--- src/rtl/spatz_xmem_responder.sv ---
// Memory-side responder for the Spatz X-interface memory channel: validates requests,
// forwards legal ones to an in-order SRAM port and returns results one cycle after each response.
module spatz_xmem_responder #(
  parameter int unsigned          AddrWidth      = 32,
  parameter int unsigned          DataWidth      = 32,
  parameter int unsigned          IdWidth        = 4,
  parameter int unsigned          MaxOutstanding = 4,
  parameter logic [AddrWidth-1:0] BaseAddr       = 32'h0,
  parameter logic [AddrWidth-1:0] MemSize        = 32'h10000,
  localparam int unsigned         BeWidth        = DataWidth / 8,
  localparam int unsigned         CntWidth       = $clog2(MaxOutstanding) + 1
) (
  input  logic                 clk_i,
  input  logic                 rst_ni,
  input  logic                 x_mem_valid_i,
  output logic                 x_mem_ready_o,
  input  logic [AddrWidth-1:0] x_mem_addr_i,
  input  logic                 x_mem_we_i,
  input  logic [BeWidth-1:0]   x_mem_be_i,
  input  logic [DataWidth-1:0] x_mem_wdata_i,
  input  logic [IdWidth-1:0]   x_mem_id_i,
  output logic                 x_mem_resp_exc_o,
  output logic [5:0]           x_mem_resp_exccode_o,
  output logic                 x_mem_result_valid_o,
  output logic [IdWidth-1:0]   x_mem_result_id_o,
  output logic [DataWidth-1:0] x_mem_result_rdata_o,
  output logic                 x_mem_result_err_o,
  input  logic                 x_mem_finished_i,
  output logic                 mem_req_valid_o,
  input  logic                 mem_req_ready_i,
  output logic [AddrWidth-1:0] mem_addr_o,
  output logic                 mem_we_o,
  output logic [BeWidth-1:0]   mem_be_o,
  output logic [DataWidth-1:0] mem_wdata_o,
  input  logic                 mem_rsp_valid_i,
  input  logic [DataWidth-1:0] mem_rsp_rdata_i,
  input  logic                 mem_rsp_err_i,
  output logic [CntWidth-1:0]  outstanding_o,
  output logic                 proto_err_o
);

  localparam int unsigned          PtrWidth  = (MaxOutstanding > 1) ? $clog2(MaxOutstanding) : 1;
  localparam logic [CntWidth-1:0]  CntMax    = CntWidth'(MaxOutstanding);
  localparam logic [AddrWidth-1:0] AlignMask = AddrWidth'(BeWidth - 1);
  localparam logic [AddrWidth:0]   WinLo     = {1'b0, BaseAddr};
  localparam logic [AddrWidth:0]   WinHi     = {1'b0, BaseAddr} + {1'b0, MemSize};

  localparam logic [5:0] ExcLdMisal = 6'd4;
  localparam logic [5:0] ExcLdFault = 6'd5;
  localparam logic [5:0] ExcStMisal = 6'd6;
  localparam logic [5:0] ExcStFault = 6'd7;

  logic [IdWidth-1:0]   fifo_id_q [MaxOutstanding];
  logic                 fifo_we_q [MaxOutstanding];
  logic [PtrWidth-1:0]  wr_ptr_q, wr_ptr_d;
  logic [PtrWidth-1:0]  rd_ptr_q, rd_ptr_d;
  logic [CntWidth-1:0]  count_q, count_d;
  logic                 res_valid_q, res_valid_d;
  logic [IdWidth-1:0]   res_id_q, res_id_d;
  logic [DataWidth-1:0] res_rdata_q, res_rdata_d;
  logic                 res_err_q, res_err_d;
  logic                 proto_err_q, proto_err_d;

  logic       misaligned, oor, bad, full, empty, push, pop, violation;
  logic [5:0] exccode;

  // Request classification and exception code (misalignment has priority)
  always_comb begin
    misaligned = (x_mem_addr_i & AlignMask) != '0;
    oor        = ({1'b0, x_mem_addr_i} < WinLo) || ({1'b0, x_mem_addr_i} >= WinHi);
    bad        = misaligned | oor;
    full       = (count_q == CntMax);
    empty      = (count_q == '0);
    if (misaligned) begin
      exccode = x_mem_we_i ? ExcStMisal : ExcLdMisal;
    end else if (oor) begin
      exccode = x_mem_we_i ? ExcStFault : ExcLdFault;
    end else begin
      exccode = 6'd0;
    end
  end

  assign mem_req_valid_o      = x_mem_valid_i & ~bad & ~full;
  assign mem_addr_o           = x_mem_addr_i;
  assign mem_we_o             = x_mem_we_i;
  assign mem_be_o             = x_mem_be_i;
  assign mem_wdata_o          = x_mem_wdata_i;
  // Ready deliberately ignores a same-cycle pop to keep the path short
  assign x_mem_ready_o        = ~full & (bad | mem_req_ready_i);
  assign x_mem_resp_exc_o     = bad;
  assign x_mem_resp_exccode_o = exccode;

  assign push      = x_mem_valid_i & ~full & ~bad & mem_req_ready_i;
  assign pop       = mem_rsp_valid_i & ~empty;
  assign violation = (mem_rsp_valid_i & empty) |
                     (x_mem_finished_i & (~empty | res_valid_q));

  // Next-state for pointers, count, result stage and sticky error
  always_comb begin
    wr_ptr_d    = wr_ptr_q;
    rd_ptr_d    = rd_ptr_q;
    count_d     = count_q;
    res_valid_d = 1'b0;
    res_id_d    = '0;
    res_rdata_d = '0;
    res_err_d   = 1'b0;
    proto_err_d = proto_err_q | violation;
    if (push) begin
      wr_ptr_d = wr_ptr_q + PtrWidth'(1);
    end else begin
      wr_ptr_d = wr_ptr_q;
    end
    if (pop) begin
      rd_ptr_d    = rd_ptr_q + PtrWidth'(1);
      res_valid_d = 1'b1;
      res_id_d    = fifo_id_q[rd_ptr_q];
      res_rdata_d = fifo_we_q[rd_ptr_q] ? '0 : mem_rsp_rdata_i;
      res_err_d   = mem_rsp_err_i;
    end else begin
      rd_ptr_d = rd_ptr_q;
    end
    case ({push, pop})
      2'b10:   count_d = count_q + CntWidth'(1);
      2'b01:   count_d = count_q - CntWidth'(1);
      default: count_d = count_q;
    endcase
  end

  // State registers with synchronous active-low reset
  always_ff @(posedge clk_i) begin
    if (!rst_ni) begin
      wr_ptr_q    <= '0;
      rd_ptr_q    <= '0;
      count_q     <= '0;
      res_valid_q <= 1'b0;
      res_id_q    <= '0;
      res_rdata_q <= '0;
      res_err_q   <= 1'b0;
      proto_err_q <= 1'b0;
    end else begin
      wr_ptr_q    <= wr_ptr_d;
      rd_ptr_q    <= rd_ptr_d;
      count_q     <= count_d;
      res_valid_q <= res_valid_d;
      res_id_q    <= res_id_d;
      res_rdata_q <= res_rdata_d;
      res_err_q   <= res_err_d;
      proto_err_q <= proto_err_d;
    end
  end

  // In-flight {id, we} storage
  always_ff @(posedge clk_i) begin
    if (!rst_ni) begin
      for (int i = 0; i < MaxOutstanding; i++) begin
        fifo_id_q[i] <= '0;
        fifo_we_q[i] <= 1'b0;
      end
    end else if (push) begin
      fifo_id_q[wr_ptr_q] <= x_mem_id_i;
      fifo_we_q[wr_ptr_q] <= x_mem_we_i;
    end else begin
      fifo_id_q[wr_ptr_q] <= fifo_id_q[wr_ptr_q];
      fifo_we_q[wr_ptr_q] <= fifo_we_q[wr_ptr_q];
    end
  end

  assign x_mem_result_valid_o = res_valid_q;
  assign x_mem_result_id_o    = res_id_q;
  assign x_mem_result_rdata_o = res_rdata_q;
  assign x_mem_result_err_o   = res_err_q;
  assign outstanding_o        = count_q;
  assign proto_err_o          = proto_err_q;

endmodule

--- config.mk ---
export PLATFORM = sky130hd
export DESIGN_NAME = spatz_xmem_responder
export DESIGN_NICKNAME = d
export VERILOG_FILES = /design/src/rtl/spatz_xmem_responder.sv
export SDC_FILE = /design/constraint.sdc
export NUM_CORES = 1
export LEC_CHECK = 0
export CORE_AREA = 5 5 103 105
export CTS_CLUSTER_SIZE = 30
export DETAILED_ROUTE_END_ITERATION = 7
export DIE_AREA = 0 0 108 110
export PLACE_DENSITY = 0.83
export SKIP_CTS_REPAIR_TIMING = 1
export SYNTH_ARGS = -nofsm -noshare
export SYNTH_HDL_FRONTEND = slang
export SYNTH_SLANG_ARGS = --single-unit
--- constraint.sdc ---
create_clock -name clk_i -period 3.38 [get_ports clk_i]
set_input_delay 0.676 -clock clk_i [delete_from_list [all_inputs] [get_ports clk_i]]
set_output_delay 0.676 -clock clk_i [all_outputs]
set_load 0.05 [all_outputs]
== Yosys cells after proc, flatten, opt, wreduce, memory -nomap -nowiden ==
Memories as Yosys holds them, arrays and structs flattened. A register that Yosys moved wholly into a read port is not among the register bits.
Index checks and enable logic that the tools add are counted.

* $add $sub $neg: 4
* Magnitude comparators: 1
* Bitwise gates (word level): 21
* Equal/unequal tests: 4
* Reductions and logical operators: 9
* Mux-type cells: 23

{| class="wikitable"
|+ Operators by type and width
! kind !! number
|-
| 32-bit by 17-bit greater-or-equal comparator with 1-bit output, second input constant || 1
|-
| 32-bit nonzero test || 1
|-
| 1-bit 2-to-1 mux || 12
|-
| 2-bit 2-to-1 mux || 6
|-
| 1-bit bitwise AND || 9
|-
| 4-bit 2-to-1 mux || 2
|-
| 1-bit bitwise OR || 7
|-
| 6-bit 2-to-1 mux || 1
|-
| 3-bit case mux with 2 select lines || 1
|-
| 1-bit inverter || 5
|-
| 2-bit by 1-bit adder with 2-bit output, second input constant || 2
|-
| 2-bit AND reduction || 2
|-
| 4-bit OR reduction || 1
|-
| 3-bit by 1-bit adder with 3-bit output, second input constant || 1
|-
| 3-bit == test, second input constant || 1
|-
| 3-bit zero test || 1
|-
| 3-bit 2-to-1 mux || 1
|-
| 3-bit OR reduction || 1
|-
| 3-bit by 1-bit subtractor with 3-bit output, second input constant || 1
|-
| 2-bit by 1-bit == test with 1-bit output, second input constant || 1
|-
| 2-bit == test, second input constant || 1
|-
| 2-bit nonzero test || 1
|-
| 1-bit zero test || 1
|-
| 0-bit != test || 1
|-
| 1-bit OR reduction || 1
|}

* Flip-flop bits (word level): 42
* Output and inout port bits: 120
* Input port bits: 112
* RAM bits: 20
* Word-level logic and storage cells: 71
* Memories kept: 2

{| class="wikitable"
|+ Memory list
! name !! words !! width !! read ports !! clocked after Yosys merged registers in !! wr ports !! line !! RTL
|-
| fifo_id_q || 4 || 4 || 1 || 1 || 4 || 53 || <nowiki>logic [IdWidth-1:0] fifo_id_q [MaxOutstanding];</nowiki>
|-
| fifo_we_q || 4 || 1 || 1 || 1 || 4 || 54 || <nowiki>logic fifo_we_q [MaxOutstanding];</nowiki>
|}

== Logic depth before layout (Yosys ltp) ==
* Depth after elaboration: 12
* Mapped depth: 10
* Mapped depth without buffers: 9

== Worst setup path before layout ==
OpenSTA, ideal clock, no wires.

* Path type: input -> output
* From: in x_mem_addr_i[20]
* To: out x_mem_resp_exccode_o[0]
* Setup slack: 0.590 ns
* Stages: 4
* Data arrival time: 2.114 ns
* Required time: 2.704 ns
* Path buffers: 1
* Cells stage by stage: nor4_1 > and4_1 > buf_4 > nor3_1

* Cells in the longest elaborated chain, start to end: 3

{| class="wikitable"
|+ Ends and longest elaborated chain
! element !! line !! RTL
|-
| start, declared || 17 || <nowiki>input logic [AddrWidth-1:0] x_mem_addr_i,</nowiki>
|-
| 32-bit by 17-bit greater-or-equal comparator with 1-bit output || 70 || <nowiki>oor = ({1'b0, x_mem_addr_i} < WinLo) || ({1'b0, x_mem_addr_i} >= WinHi);</nowiki>
|-
| 3-bit 2-to-1 mux || 76 || <nowiki>end else if (oor) begin</nowiki>
|-
| 6-bit 2-to-1 mux || 74 || <nowiki>if (misaligned) begin</nowiki>
|-
| end, declared || 23 || <nowiki>output logic [5:0] x_mem_resp_exccode_o,</nowiki>
|}

Every way passes these cells.

== Worst setup path in the final report ==
* From: in x_mem_addr_i[21]
* To: out x_mem_resp_exccode_o[1]

Same word-level chain as after synthesis.

==> results.cfg <==
[sta]
whs_ns = 0.475
period_needed_ns = 3.02
fmax_ghz = 0.331
finalSetupTns_ns = 0
hold_viol = 0
setup_viol = 0
drv_slew = 0
rsz0062_at_grt = no
relSlewSlack_pct = 64.7
post-route-period-util_pct = 89.5
clock-skew-final_ns = 0.00658
worst_pin_slew_ns = 0.527

[min_path]
whs_endpoint = fifo_we_q[2]
min_path_type = reg -> reg
holdPathStages = 2
worstHoldStart = fifo_we_q[2]

[pwr]
swShare_pct = 23.6
p_sw_uw = 392
p_total_mw = 1.66
p_int_mw = 1.27
ir_worst_vdd_mv = 0.213
seqPwrFrac_pct = 50.6
p_per_area_nw_per_um2 = 401
pwr-share-comb_pct = 11.4
p_leak_nw = 1.60
clkPwrFrac_pct = 38.0

[setup_path]
reg2reg_setup_slack_ns = 0.85
r2r_end = outstanding_o[2]
cp_cell_sequence = clkdlybuf4s50_1, nor4_1, buf_4, and4_1, nand2_1, and2_1, buf_4
r2r_cells = 9
r2r_start = outstanding_o[2]
required_ns = 2.70
start_kind = input port
max_stage_delay_ns = 0.42
setup.worst_path.class = in -> out
path_max_fanout = 4
crit_top_cell = buf_4
crit_path_end_kind = primary output
cp_slowest_cell = clkdlybuf4s50_1
cp.arrival_ns = 2.35

[cells_and_area]
nNetsFinal = 464
fill_cells = 935
synthToLayoutAreaGrowth_pct = 35.7
stdcell_count = 488
num_antenna_cells = 0
drive_above_1_share_pct = 11.3

[clock_tree]
cts_buffer_depth = 2
root_buffer = clkbuf_8
cts_sinks = 68
htree_num_levels = 3
clock_latency_ns = 0.33
clk_pin_slew_worst_paths_ns = 0.07
cts_tree = built
cts_made_buffers = 9

[logic_synthesis]
avgSynthCellArea_um2 = 10.7
ys_seq_area_share_pct = 50.2
synth_flop_cell = dfxtp_1
yosys.cell_types.count = 38
synth_xor_area_share_pct = 1.15
synthAdderAreaFrac_pct = 1.07
ys_ff_latch = 68
netlist_area_um2 = 3050
synth_cells = 284
ys.warnings.count = 0
synthArstFlopShare_pct = 0
muxShareOfSynthArea_pct = 5.33
synth_compound_area_share_pct = 1.97
synth_edf_count = 17
synth_top_family_by_area = buffers and inverters
synthSimpleGateAreaFrac_pct = 19.7

[routing]
vias = 2132
drt_iter0_markers = 88
firstDrtPassIters = 4
wl_per_cell_um = 16.7
ant_nets = 0
vias_per_cell = 4.37
drc = 0
routed_wl_um = 8160

[floorplanning]
fp.dieH_um = 110
dieArea_um2 = 11900
io_pins = 232
start_util_pct = 32.0
die_w_um = 108
core_area_um2 = 9550
core.rowCount = 36

[global_route]
grt_max_degree = 33
grt_pass1_wl_um = 11600
antenna_found_initial = 0
gr-total-overflow = 0
grt_pass1_vias = 2144
track_usage_pct = 13.2

[placed_design]
gp_congestion = 0.747
dp_hpwl_um = 6720
placed_cells = 472
io_buffers = 128

[outcome]
outcome = finished, final reports clean

[run]
maxCapViolations = 0
-- layer usage --
metal	vias up	track usage [%]	routed length (um)
li1	989	-	-
met1	982	11.0	2330
met2	144	25.5	4630
met3	17	6.64	995
met4	0	6.49	206
met5	-	0	0
-- how the worst max path moves through the flow --
| stage | slack (ns) | startpoint | cells past startpoint | end |
|---|---|---|---|---|
| final | 0.36 | x_mem_addr_i[21] | 7 | x_mem_resp_exccode_o[1] |
| after global routing | 0.22 | x_mem_addr_i[28] | 6 | x_mem_ready_o |
| after CTS | 0.32 | x_mem_addr_i[28] | 6 | x_mem_ready_o |
| after detailed placement | 0.24 | x_mem_addr_i[28] | 10 | outstanding_o[2] |
| after global placement | 0.30 | x_mem_addr_i[28] | 10 | outstanding_o[2] |
| after floorplan | 0.59 | x_mem_addr_i[20] | 4 | x_mem_resp_exccode_o[0] |
-- cell usage in the layout (no fill, tap or decap), types with 2 or more instances in the layout --
cell | Yosys | final
inv_1 | 5 | 5
and2_1 | 38 | 38
a21boi_0 | 2 | 2
xor2_1 | 2 | 2
conb_1 | 1 | 3
nand4_4 | 2 | 2
clkinv_2 | 0 | 3
nor3_1 | 2 | 2
o21ai_0 | 3 | 3
dfxtp_1 | 51 | 51
mux2i_1 | 5 | 5
clkdlybuf4s50_1 | 0 | 121
xnor2_1 | 2 | 2
and3_1 | 7 | 7
mux4_2 | 5 | 5
clkbuf_1 | 3 | 2
clkbuf_8 | 0 | 9
nor4_1 | 6 | 6
buf_4 | 75 | 14
nand2_1 | 18 | 18
and4_1 | 2 | 2
edfxtp_1 | 17 | 17
nor2_1 | 18 | 18
-- cell usage after synthesis, types with 2 or more instances --
| library cell | n | area share (%) |
|---|---|---|
| xor2_1 | 2 | 0.57 |
| nor4_1 | 6 | 1.2 |
| nor2_1 | 18 | 2.2 |
| and3_1 | 7 | 1.4 |
| buf_4 | 75 | 18 |
| edfxtp_1 | 17 | 17 |
| o21ai_0 | 3 | 0.49 |
| nand4_4 | 2 | 1.4 |
| clkbuf_1 | 3 | 0.37 |
| and2_1 | 38 | 7.8 |
| mux4_2 | 5 | 3.7 |
| nor3_1 | 2 | 0.33 |
| mux2i_1 | 5 | 1.6 |
| and4_1 | 2 | 0.57 |
| inv_1 | 5 | 0.62 |
| dfxtp_1 | 51 | 33 |
| xnor2_1 | 2 | 0.57 |
| nand2_1 | 18 | 2.2 |
| clkbuf_2 | 3 | 0.49 |
| a21boi_0 | 2 | 0.49 |
-- state kept, by name, summed over array words and instances (netlist names), named ones only --
| signal | flops |
|---|---|
| proto_err_o | 1 |
| outstanding_o | 3 |
| x_mem_result_err_o | 1 |
| rd_ptr_q | 2 |
| x_mem_result_rdata_o | 32 |
| x_mem_result_valid_o | 1 |
| fifo_id_q | 16 |
| x_mem_result_id_o | 4 |
| wr_ptr_q | 2 |
| fifo_we_q | 4 |
-- critical path: cells and delay by family --
family	cells	cell delay, ns
buffers and inverters	3	0.75
AND/OR/NAND/NOR	4	0.91
-- kinds of logic after synthesis --
| kind of cell | count (synthesis) |
|---|---|
| AO/OA/AOI/OAI | 9 |
| AND/OR/NAND/NOR | 102 |
| other | 1 |
| buffers and inverters | 88 |
| adder cells (fa/ha/maj) | 2 |
| flip-flops | 68 |
| XOR/XNOR | 4 |
| multiplexers | 10 |
-- power by group through the flow --
stage,Sequential (mW),Combinational (mW),Clock [mW]
2_1_floorplan,0.861,0.256,0
3_3_place_gp,0.858,0.189,0
3_5_place_dp,0.859,0.191,0
4_1_cts,0.840,0.192,0.650
5_1_grt,0.840,0.199,0.686
6_report,0.840,0.189,0.630
-- metrics by stage --
step	setup WS, ns	util, %	instance area, um2
2_1_floorplan	0.590	-	3060
3_3_place_gp	0.295	41.4	3960
3_5_place_dp	0.239	41.4	3960
4_1_cts	0.318	43.4	4140
5_1_grt	0.219	43.4	4140
6_report	0.356	43.4	4140
-- layout make-up --
| cell class | instances | area, um2 | share of cell area [%] |
|---|---|---|---|
| well taps | 133 | 166 | 4.02 |
| clock inverters | 5 | 52.6 | 1.27 |
| flip-flops and latches | 68 | 1530 | 37.0 |
| multi-input cells | 130 | 903 | 21.8 |
| repair buffers | 136 | 1340 | 32.3 |
| clock buffers | 11 | 131 | 3.17 |
| inverters | 5 | 18.8 | 0.453 |
(Power assumes the default switching activity.)
